===== src/rtl/core_pkg.sv =====
// ----------------------------------------------------------------------------
// core_pkg
// Shared widths and types for the writeback stage and the register file.
//   DATA_W     : register file word width
//   ADDR_W     : register address width
//   NREGS      : number of architectural registers (last one is PC-mapped)
//   STARVE_LIM : maximum back-to-back load grants while an ALU result waits
//   PC_REG     : index of the read-only PC-mapped register
//   wb_req_t   : one writeback request (destination register + data)
// ----------------------------------------------------------------------------
package core_pkg;

    localparam int DATA_W     = 16;
    localparam int ADDR_W     = 4;
    localparam int NREGS      = 16;
    localparam int STARVE_LIM = 2;

    // Counter must be able to hold the value STARVE_LIM itself.
    localparam int STARVE_W = $clog2(STARVE_LIM + 1);

    localparam logic [ADDR_W-1:0] PC_REG = ADDR_W'(NREGS - 1);

    typedef struct packed {
        logic [ADDR_W-1:0] dest;
        logic [DATA_W-1:0] data;
    } wb_req_t;

endpackage


===== src/rtl/wb_scoreboard.sv =====
// ----------------------------------------------------------------------------
// wb_scoreboard
// Pending-load scoreboard: one bit per register marking an outstanding load.
//   clk, reset        : clock, synchronous active-high reset
//   ld_issue          : a load was issued this cycle
//   ld_issue_dest     : destination of the issued load (PC register ignored)
//   ld_ret            : a load return was accepted this cycle
//   ld_ret_dest       : destination of the accepted load return
//   rd_addr_0/1       : decode read addresses
//   hazard_0/1        : read address has an outstanding load
//   pending           : full scoreboard vector
//   sb_err            : sticky flag, a load returned to a non-pending register
// ----------------------------------------------------------------------------
module wb_scoreboard
    import core_pkg::*;
(
    input  logic              clk,
    input  logic              reset,
    input  logic              ld_issue,
    input  logic [ADDR_W-1:0] ld_issue_dest,
    input  logic              ld_ret,
    input  logic [ADDR_W-1:0] ld_ret_dest,
    input  logic [ADDR_W-1:0] rd_addr_0,
    input  logic [ADDR_W-1:0] rd_addr_1,
    output logic              hazard_0,
    output logic              hazard_1,
    output logic [NREGS-1:0]  pending,
    output logic              sb_err
);

    logic [NREGS-1:0] pending_q, pending_d;
    logic             sb_err_q, sb_err_d;

    // Clear is applied before set so that an issue and a return to the same
    // register in one cycle leave the register pending (the new load wins).
    always_comb begin
        pending_d = pending_q;
        sb_err_d  = sb_err_q;
        if (ld_ret) begin
            pending_d[ld_ret_dest] = 1'b0;
            if (!pending_q[ld_ret_dest]) begin
                sb_err_d = 1'b1;
            end
        end
        if (ld_issue && (ld_issue_dest != PC_REG)) begin
            pending_d[ld_issue_dest] = 1'b1;
        end
    end

    always_ff @(posedge clk) begin
        if (reset) begin
            pending_q <= '0;
            sb_err_q  <= 1'b0;
        end else begin
            pending_q <= pending_d;
            sb_err_q  <= sb_err_d;
        end
    end

    // The PC register can never carry a hazard.
    assign hazard_0 = pending_q[rd_addr_0] && (rd_addr_0 != PC_REG);
    assign hazard_1 = pending_q[rd_addr_1] && (rd_addr_1 != PC_REG);
    assign pending  = pending_q;
    assign sb_err   = sb_err_q;

endmodule


===== src/rtl/writeback_arbiter.sv =====
// ----------------------------------------------------------------------------
// writeback_arbiter
// Arbitrates ALU results and load returns onto the single register file
// write port, registers the winning write, tracks pending loads and forwards
// the write being committed to the decode read ports.
//   clk, reset              : clock, synchronous active-high reset
//   alu_valid/ready/dest/data : ALU result channel
//   ld_issue, ld_issue_dest : load issue (marks destination pending)
//   ld_valid/ready/dest/data  : load return channel
//   rd_addr_0/1             : decode read addresses
//   hazard_0/1              : read address has an outstanding load
//   fwd_0/1, fwd_data       : read address matches the committing write
//   wr_en/addr/data         : registered register file write port
//   pending, sb_err         : scoreboard vector and sticky error flag
// ----------------------------------------------------------------------------
module writeback_arbiter
    import core_pkg::*;
(
    input  logic              clk,
    input  logic              reset,
    input  logic              alu_valid,
    output logic              alu_ready,
    input  logic [ADDR_W-1:0] alu_dest,
    input  logic [DATA_W-1:0] alu_data,
    input  logic              ld_issue,
    input  logic [ADDR_W-1:0] ld_issue_dest,
    input  logic              ld_valid,
    output logic              ld_ready,
    input  logic [ADDR_W-1:0] ld_dest,
    input  logic [DATA_W-1:0] ld_data,
    input  logic [ADDR_W-1:0] rd_addr_0,
    input  logic [ADDR_W-1:0] rd_addr_1,
    output logic              hazard_0,
    output logic              hazard_1,
    output logic              fwd_0,
    output logic              fwd_1,
    output logic [DATA_W-1:0] fwd_data,
    output logic              wr_en,
    output logic [ADDR_W-1:0] wr_addr,
    output logic [DATA_W-1:0] wr_data,
    output logic [NREGS-1:0]  pending,
    output logic              sb_err
);

    localparam logic [STARVE_W-1:0] STARVE_MAX = STARVE_W'(STARVE_LIM);

    logic [STARVE_W-1:0] starve_q, starve_d;
    logic                wr_en_q, wr_en_d;
    logic [ADDR_W-1:0]   wr_addr_q, wr_addr_d;
    logic [DATA_W-1:0]   wr_data_q, wr_data_d;

    logic    starved;
    logic    alu_gnt;
    logic    ld_gnt;
    wb_req_t gnt_req;

    assign starved = (starve_q == STARVE_MAX);

    // Loads normally win because the memory pipe cannot stall; once the ALU
    // has waited STARVE_LIM load grants it takes the port. Nothing is granted
    // while reset is high so transfers offered then are dropped.
    always_comb begin
        ld_gnt  = 1'b0;
        alu_gnt = 1'b0;
        gnt_req = '0;
        if (!reset) begin
            ld_gnt  = ld_valid && !(alu_valid && starved);
            alu_gnt = alu_valid && !ld_gnt;
        end
        if (ld_gnt) begin
            gnt_req = '{dest: ld_dest, data: ld_data};
        end else if (alu_gnt) begin
            gnt_req = '{dest: alu_dest, data: alu_data};
        end
    end

    // Starvation counter only counts loads that beat a waiting ALU result.
    // A write to the PC register is accepted but never reaches the port, and
    // address/data hold so the forwarding path keeps the last real write.
    always_comb begin
        starve_d  = starve_q;
        wr_en_d   = 1'b0;
        wr_addr_d = wr_addr_q;
        wr_data_d = wr_data_q;
        if (alu_gnt || !alu_valid) begin
            starve_d = '0;
        end else if (ld_gnt && !starved) begin
            starve_d = starve_q + STARVE_W'(1);
        end
        if ((alu_gnt || ld_gnt) && (gnt_req.dest != PC_REG)) begin
            wr_en_d   = 1'b1;
            wr_addr_d = gnt_req.dest;
            wr_data_d = gnt_req.data;
        end
    end

    always_ff @(posedge clk) begin
        if (reset) begin
            starve_q  <= '0;
            wr_en_q   <= 1'b0;
            wr_addr_q <= '0;
            wr_data_q <= '0;
        end else begin
            starve_q  <= starve_d;
            wr_en_q   <= wr_en_d;
            wr_addr_q <= wr_addr_d;
            wr_data_q <= wr_data_d;
        end
    end

    wb_scoreboard u_scoreboard (
        .clk           (clk),
        .reset         (reset),
        .ld_issue      (ld_issue),
        .ld_issue_dest (ld_issue_dest),
        .ld_ret        (ld_gnt),
        .ld_ret_dest   (ld_dest),
        .rd_addr_0     (rd_addr_0),
        .rd_addr_1     (rd_addr_1),
        .hazard_0      (hazard_0),
        .hazard_1      (hazard_1),
        .pending       (pending),
        .sb_err        (sb_err)
    );

    // The register file returns the old value while a write is committing,
    // so decode must take the in-flight data instead.
    assign fwd_0    = wr_en_q && (wr_addr_q == rd_addr_0) && (rd_addr_0 != PC_REG);
    assign fwd_1    = wr_en_q && (wr_addr_q == rd_addr_1) && (rd_addr_1 != PC_REG);
    assign fwd_data = wr_data_q;

    assign alu_ready = alu_gnt;
    assign ld_ready  = ld_gnt;
    assign wr_en     = wr_en_q;
    assign wr_addr   = wr_addr_q;
    assign wr_data   = wr_data_q;

endmodule


===== config.mk =====
export PLATFORM = sky130hd
export DESIGN_NAME = writeback_arbiter
export DESIGN_NICKNAME = d
export VERILOG_FILES = /design/src/rtl/core_pkg.sv /design/src/rtl/wb_scoreboard.sv /design/src/rtl/writeback_arbiter.sv
export SDC_FILE = /design/constraint.sdc
export NUM_CORES = 1
export LEC_CHECK = 0
export ABC_AREA = 1
export CORE_MARGIN = 1.5
export CORE_UTILIZATION = 49
export CTS_BUF_LIST = sky130_fd_sc_hd__clkbuf_8
export CTS_CLUSTER_DIAMETER = 200
export DETAILED_ROUTE_END_ITERATION = 16
export GPL_TIMING_DRIVEN = 0
export PLACE_DENSITY = 0.94
export REMOVE_ABC_BUFFERS = 1
export SLEW_MARGIN = 25
export SYNTH_ARGS = -nofsm -noshare
export SYNTH_HDL_FRONTEND = slang
export SYNTH_HIERARCHICAL = 1
export SYNTH_SLANG_ARGS = --single-unit

===== constraint.sdc =====
create_clock -name clk -period 2.95 [get_ports clk]
set_input_delay 0.7375 -clock clk [delete_from_list [all_inputs] [get_ports clk]]
set_output_delay 0.7375 -clock clk [all_outputs]
set_load 0.005 [all_outputs]

==> impl_metrics.py, run 1 <==
metrics = {
    "outcome": {
        "outcome": "finished clean",
    },
    "floorplanning": {
        "coreArea_um2": 5851,
        "die_area_um2": 6488,
        "ios": 117,
        "fp.dieW_um": 80.55,
        "rows": 28,
        "initial_core_util_pct": 50.36,
        "die_h_um": 80.55,
    },
    "logic_synthesis": {
        "synth-edff-count": 0,
        "synth_top_family_by_area": "simple AND/OR/NAND/NOR gates",
        "ys_seq_area_share_pct": 27.18,
        "synth_ff_type": "dfxtp_1",
        "synth_simple_gate_area_share_pct": 44.59,
        "yosysWarnings": 6,
        "synth.area.mux_share_pct": 0,
        "netlist_instances": 446,
        "syn_area_um2": 2947,
        "synth-compound-area-share_pct": 11.38,
        "ys_async_sr_fraction_pct": 0,
        "synth_fa_ha_area_share_pct": 0.4246,
        "ys_types": 30,
        "synth_area_leaders": "dfxtp_1 (27%), nand2_1 (16%), nand3_1 (7.8%), nor2_4 (6.1%), buf_4 (4.8%)",
        "synthXorXnorAreaFrac_pct": 1.486,
        "yosysTopAreaCellShare_pct": 27.18,
        "synth_seq_cells": 40,
        "yosys.area.top_type": "dfxtp_1",
        "syn_avg_cell_area_um2": 6.607,
    },
    "hold_path": {
        "min_path_cells": 2,
        "hp-start": "u_scoreboard/pending[15]$_SDFF_PP0_",
        "min_path_type": "flip-flop to flip-flop",
        "min_to": "u_scoreboard/pending[15]$_SDFF_PP0_",
    },
    "routing": {
        "drtIter0Drc": 272,
        "drc": 0,
        "final_antenna_net_count": 0,
        "wirelength_mm": 9.143,
        "vias": 3343,
        "wire_per_inst_um": 14.87,
        "via_per_inst": 5.436,
        "firstDrtPassIters": 5,
    },
    "timing": {
        "fmax_mhz": 341.7,
        "setup_violations": 0,
        "hold_ws_ps": 484.4,
        "drv_slew": 0,
        "post-route-min-period_ps": 2926,
        "fin_tns_setup_ps": 0,
        "worstMarginPinSlew_ps": 639.6,
        "skew_ps": 9.769,
        "finalHoldViolCount": 0,
        "relSlewSlack_pct": 57.36,
        "fin_ws_ps": 23.86,
        "min_period_over_period_pct": 99.19,
        "rsz0062_at_grt": "true",
    },
    "placed_design": {
        "dp_slack_ps": -724.7,
        "dp_hpwl_mm": 6.434,
        "dpl_cell_area_um2": 3945,
        "dp.cells": 603,
        "routabilityCongestion": 1.022,
        "port_buffers": 116,
    },
    "pwr": {
        "p_leak_nw": 1.790,
        "clkPwrFrac_pct": 33.3,
        "power_mw": 1.567,
        "p_seq_share_pct": 38.8,
        "ir_drop_uv": 242.7,
        "internal_power_mw": 1.131,
        "powerDensity_nw_per_um2": 381.6,
        "comb_power_share_pct": 27.9,
        "power_switching_share_pct": 27.83,
        "p_sw_mw": 0.4360,
    },
    "clock_tree": {
        "cts_max_level": 2,
        "clockBufferDepth": 2,
        "clk-insertion-delay-late_ps": 300,
        "clock_sinks": 40,
        "cts_tree": "done",
        "path_clk_slew_ps": 70,
        "root_buffer": "clkbuf_8",
        "cts_made_buffers": 5,
    },
    "finish": {
        "final_core_util_pct": 70.17,
        "area_delta_synth_final_pct": 39.32,
        "num_antenna_cells": 0,
        "layout.nets": 598,
        "layout_commonest_cell": "nand2_1",
        "layout-drive-gt1-share_pct": 15.74,
        "fin_cells": 615,
        "final_area_um2": 4105,
        "mostFrequentLayoutCells": "nand2_1 (123), clkdlybuf4s50_1 (107), nand3_1 (46)",
    },
    "critical_path": {
        "rr_worst_depth": 10,
        "worstPathRequired_ps": 2210,
        "crit_type": "input pin to output port",
        "reg2reg_to": "fwd_data[5]$_SDFFE_PP0P_",
        "cp-start-kind": "input pin",
        "r2r_start": "starve_q[0]$_SDFFE_PP0P_",
        "crit_fanout": 8,
        "worst-r2r-setup-slack_ps": 760,
        "end_kind": "output port",
        "cp.arrival_ps": 2190,
    },
    "global_routing": {
        "grt_first_pass_wirelength_mm": 13.86,
        "grt_usage_pct": 27.36,
        "grt.overflow.total": 0,
        "grt_pass1_vias": 2978,
        "grt_antenna_before_repair": 0,
        "grt_max_degree": 25,
    },
    "flow_run": {
        "cap_violations": 0,
    },
}
==> power groups by stage <==
| stage | Sequential (mW) | Clock (mW) | Combinational, mW |
|---|---|---|---|
| finish | 0.608 | 0.522 | 0.437 |
| floorplan | 0.618 | 0 | 0.186 |
| global route | 0.611 | 0.550 | 0.477 |
| CTS | 0.607 | 0.525 | 0.431 |
| global placement | 0.617 | 0 | 0.414 |
| detailed placement | 0.619 | 0 | 0.426 |
==> kinds of logic (layout without fill, tap and decap cells) <==
logic type	Yosys count	count (layout)
adders and majority gates	1	1
xor gates and xnor gates	5	5
and+or+nand+nor	255	256
buffers and inverters	83	176
AOI/OAI and AO/OA	62	62
DFF	40	40
==> how the worst max path moves through the flow <==
stage	startpoint	endpoint	slack [ps]
after floorplan	alu_valid	fwd_data[5]$_SDFFE_PP0P_	890
after global placement	reset	ld_ready	-700
after detailed placement	reset	alu_ready	-720
after CTS	alu_valid	alu_ready	5
after global routing	rd_addr_1[0]	hazard_1	-80
final	ld_valid	ld_ready	20
==> final cells by class <==
class / instances / area [µm²]
Fill cell: 474 / 1745
Multi-Input combinational cell: 324 / 1714
Timing Repair Buffer: 120 / 1181
Sequential cell: 40 / 800.8
Inverter: 49 / 186.4
Tap cell: 75 / 93.84
Clock buffer: 5 / 68.82
Clock inverter: 2 / 60.06
==> critical path, stage by stage <==
cell             delay, ps
clkdlybuf4s50_1        620
nand2_4                140
nor2_4                 160
clkdlybuf4s50_1        520
==> metal layers <==
layer | share of wire [%] | wire (µm) | vias up | global-route usage, %
met2 | 51 | 4624 | 174 | 46.47
met4 | 2.4 | 217 | 0 | 9.138
met1 | 39 | 3597 | 1539 | 33.70
met3 | 7.7 | 703 | 26 | 6.477
li1 | - | - | 1604 | -
met5 | 0 | 0 | - | 0
==> flip-flops by register name, indices dropped and copies added, names as in the netlist <==
name and count:
fwd_data 16, u_scoreboard/pending 16, wr_addr 4, starve_q 2
u_scoreboard/sb_err 1, wr_en 1
==> synth_stat cells (2+ instances only) <==
cell      count
dfxtp_1      40
a21oi_1      26
o211ai_1      6
inv_1        33
nand2_1     124
buf_2         6
nor2_2       18
nand2_2       4
nor2_4       16
clkbuf_1      4
nand4_1       5
inv_2        15
buf_6         3
xnor2_1       2
o31ai_1       4
nand3_1      46
nor2_1       24
xor2_1        3
nand2_4       3
o21ai_0      26
nand3_2      10
nor4_1        2
buf_4        19
==> timing repair <==
| item | CTS | global route |
|---|---|---|
| resized for setup | 14 | 9 |
| buffers inserted | 2 | 2 |
| hold endpoints to repair | 0 | 0 |
| endpoints found under the setup margin | 27 | 5 |
| pin swaps | 1 | 1 |
| hold buffers | 0 | 0 |
| cloned | 1 | 0 |
Power figures use the tool's default switching activity.
==> run 2: changes to the inputs <==
SKIP_CTS_REPAIR_TIMING = 1   (was default)
clock period = 3.5 ns   (was 2.95 ns; I/O delays follow)
==> impl_metrics.py, run 2 (same netlist as run 1, synthesis figures left out) <==
metrics = {
    "timing": {
        "skew_ps": 8.879,
        "min_period_over_period_pct": 96.15,
        "worstMarginPinSlew_ps": 630.4,
        "setup_violations": 0,
        "fin_tns_setup_ps": 0,
        "drv_slew": 0,
        "rsz0062_at_grt": "false",
        "post-route-min-period_ps": 3365,
        "fin_ws_ps": 134.7,
        "hold_ws_ps": 485.5,
        "fmax_mhz": 297.2,
        "finalHoldViolCount": 0,
        "relSlewSlack_pct": 57.98,
    },
    "global_routing": {
        "grt_max_degree": 25,
        "grt_antenna_before_repair": 0,
        "grt_usage_pct": 26.64,
        "grt.overflow.total": 0,
        "grt_first_pass_wirelength_mm": 13.56,
        "grt_pass1_vias": 2917,
    },
    "floorplanning": {
        "fp.dieW_um": 80.55,
        "rows": 28,
        "coreArea_um2": 5851,
        "initial_core_util_pct": 50.36,
        "die_h_um": 80.55,
        "ios": 117,
        "die_area_um2": 6488,
    },
    "finish": {
        "mostFrequentLayoutCells": "nand2_1 (124), clkdlybuf4s50_1 (109), nand3_1 (46)",
        "seq_area_um2": 800.8,
        "layout_commonest_cell": "nand2_1",
        "area_delta_synth_final_pct": 38.85,
        "layout.nets": 594,
        "num_antenna_cells": 0,
        "nFillCells": 477,
        "multiInputGateArea_um2": 1712,
        "layout-drive-gt1-share_pct": 14.18,
    },
    "critical_path": {
        "worstPathRequired_ps": 2620,
        "cpPeakStageDelay_ps": 540,
        "crit_fanout": 17,
        "end_kind": "output port",
        "slowest_stage": "clkdlybuf4s50_1",
        "crit_chain": "clkdlybuf4s50_1 -> inv_1 -> nor2_4 -> nand2_1 -> clkinv_2 -> clkdlybuf4s50_1",
        "path_buf_inv": 4,
        "crit_top_cell": "clkdlybuf4s50_1",
        "cp-start-kind": "input pin",
        "crit_type": "input pin to output port",
        "critical-path-top-delay-family": "buffers and inverters",
        "cp.arrival_ps": 2490,
    },
    "hold_path": {
        "min_path_type": "flip-flop to flip-flop",
    },
    "placed_design": {
        "port_buffers": 116,
        "dp_hpwl_mm": 6.434,
        "routabilityCongestion": 1.022,
        "dp_slack_ps": -449.7,
    },
    "routing": {
        "vias": 3314,
        "drtIter0Drc": 330,
        "wirelength_mm": 8.875,
        "via_per_inst": 5.424,
        "wire_per_inst_um": 14.53,
        "firstDrtPassIters": 6,
        "drc": 0,
        "final_antenna_net_count": 0,
    },
    "clock_tree": {
        "clockBufferDepth": 2,
        "path_clk_slew_ps": 70,
        "clock_sinks": 40,
        "cts_tree": "done",
        "root_buffer": "clkbuf_8",
        "cts_max_level": 2,
        "cts_made_buffers": 5,
        "clk-insertion-delay-late_ps": 290,
    },
    "outcome": {
        "outcome": "finished clean",
    },
    "pwr": {
        "ir_drop_uv": 199.9,
        "p_leak_nw": 1.793,
        "powerDensity_nw_per_um2": 320.7,
    },
    "flow_run": {
        "cap_violations": 0,
    },
}
## run 2: worst paths after layout
kind	slack [ps]	cells past startpoint	from	end
worst min-delay path	490	2	u_scoreboard/pending[15]$_SDFF_PP0_	u_scoreboard/pending[15]$_SDFF_PP0_
worst max-delay path	130	6	alu_valid	alu_ready
worst max register to register	1310	9	starve_q[0]$_SDFFE_PP0P_	fwd_data[5]$_SDFFE_PP0P_
worst min register to register	490	2	u_scoreboard/pending[15]$_SDFF_PP0_	u_scoreboard/pending[15]$_SDFF_PP0_
## run 2: metrics by stage
stage | utilization, % | cells | instance area (µm²) | power, mW
3_5_place_dp | 67.43 | 603 | 3945 | 0.8804
4_1_cts | 69.63 | 610 | 4074 | 1.315
3_3_place_gp | 67.43 | 603 | 3945 | 0.8690
5_1_grt | 69.93 | 611 | 4091 | 1.374
2_1_floorplan | - | 412 | 2690 | 0.6773
6_report | 69.93 | 611 | 4091 | 1.312
## run 2: worst register-to-register path: stages, from the launching register on
cell and delay (ps):
dfxtp_1 350, inv_1 50, ha_1 230, nand2_2 160, nand2_4 110, nor2_4 380
nor2_4 110, nor2_8 540, nor2_1 90, nor2_1 130
## run 2: area by class of cell
class / count / area share [%]
clock inverters: 2 / 1.468
clock buffers: 5 / 1.682
inverters: 49 / 4.526
repair buffers: 116 / 28.62
flip-flops and latches: 40 / 19.57
multi-input cells: 324 / 41.83
well taps: 75 / 2.294
## run 2: routing by layer
metal  vias up  part of all wire, %  track usage (%)
met2       163                   49            45.29
met3        34                  7.4            5.227
met5         -                    0                0
li1       1596                    -                -
met1      1521                   40            33.49
met4         0                  3.1            8.793
## run 2: power by group
group	switching [mW]	leakage (nW)	internal (mW)
sequential	0.0313	0.328	0.480
clock	0.156	0.0642	0.281
combinational	0.173	1.40	0.190
total	0.361	1.79	0.951
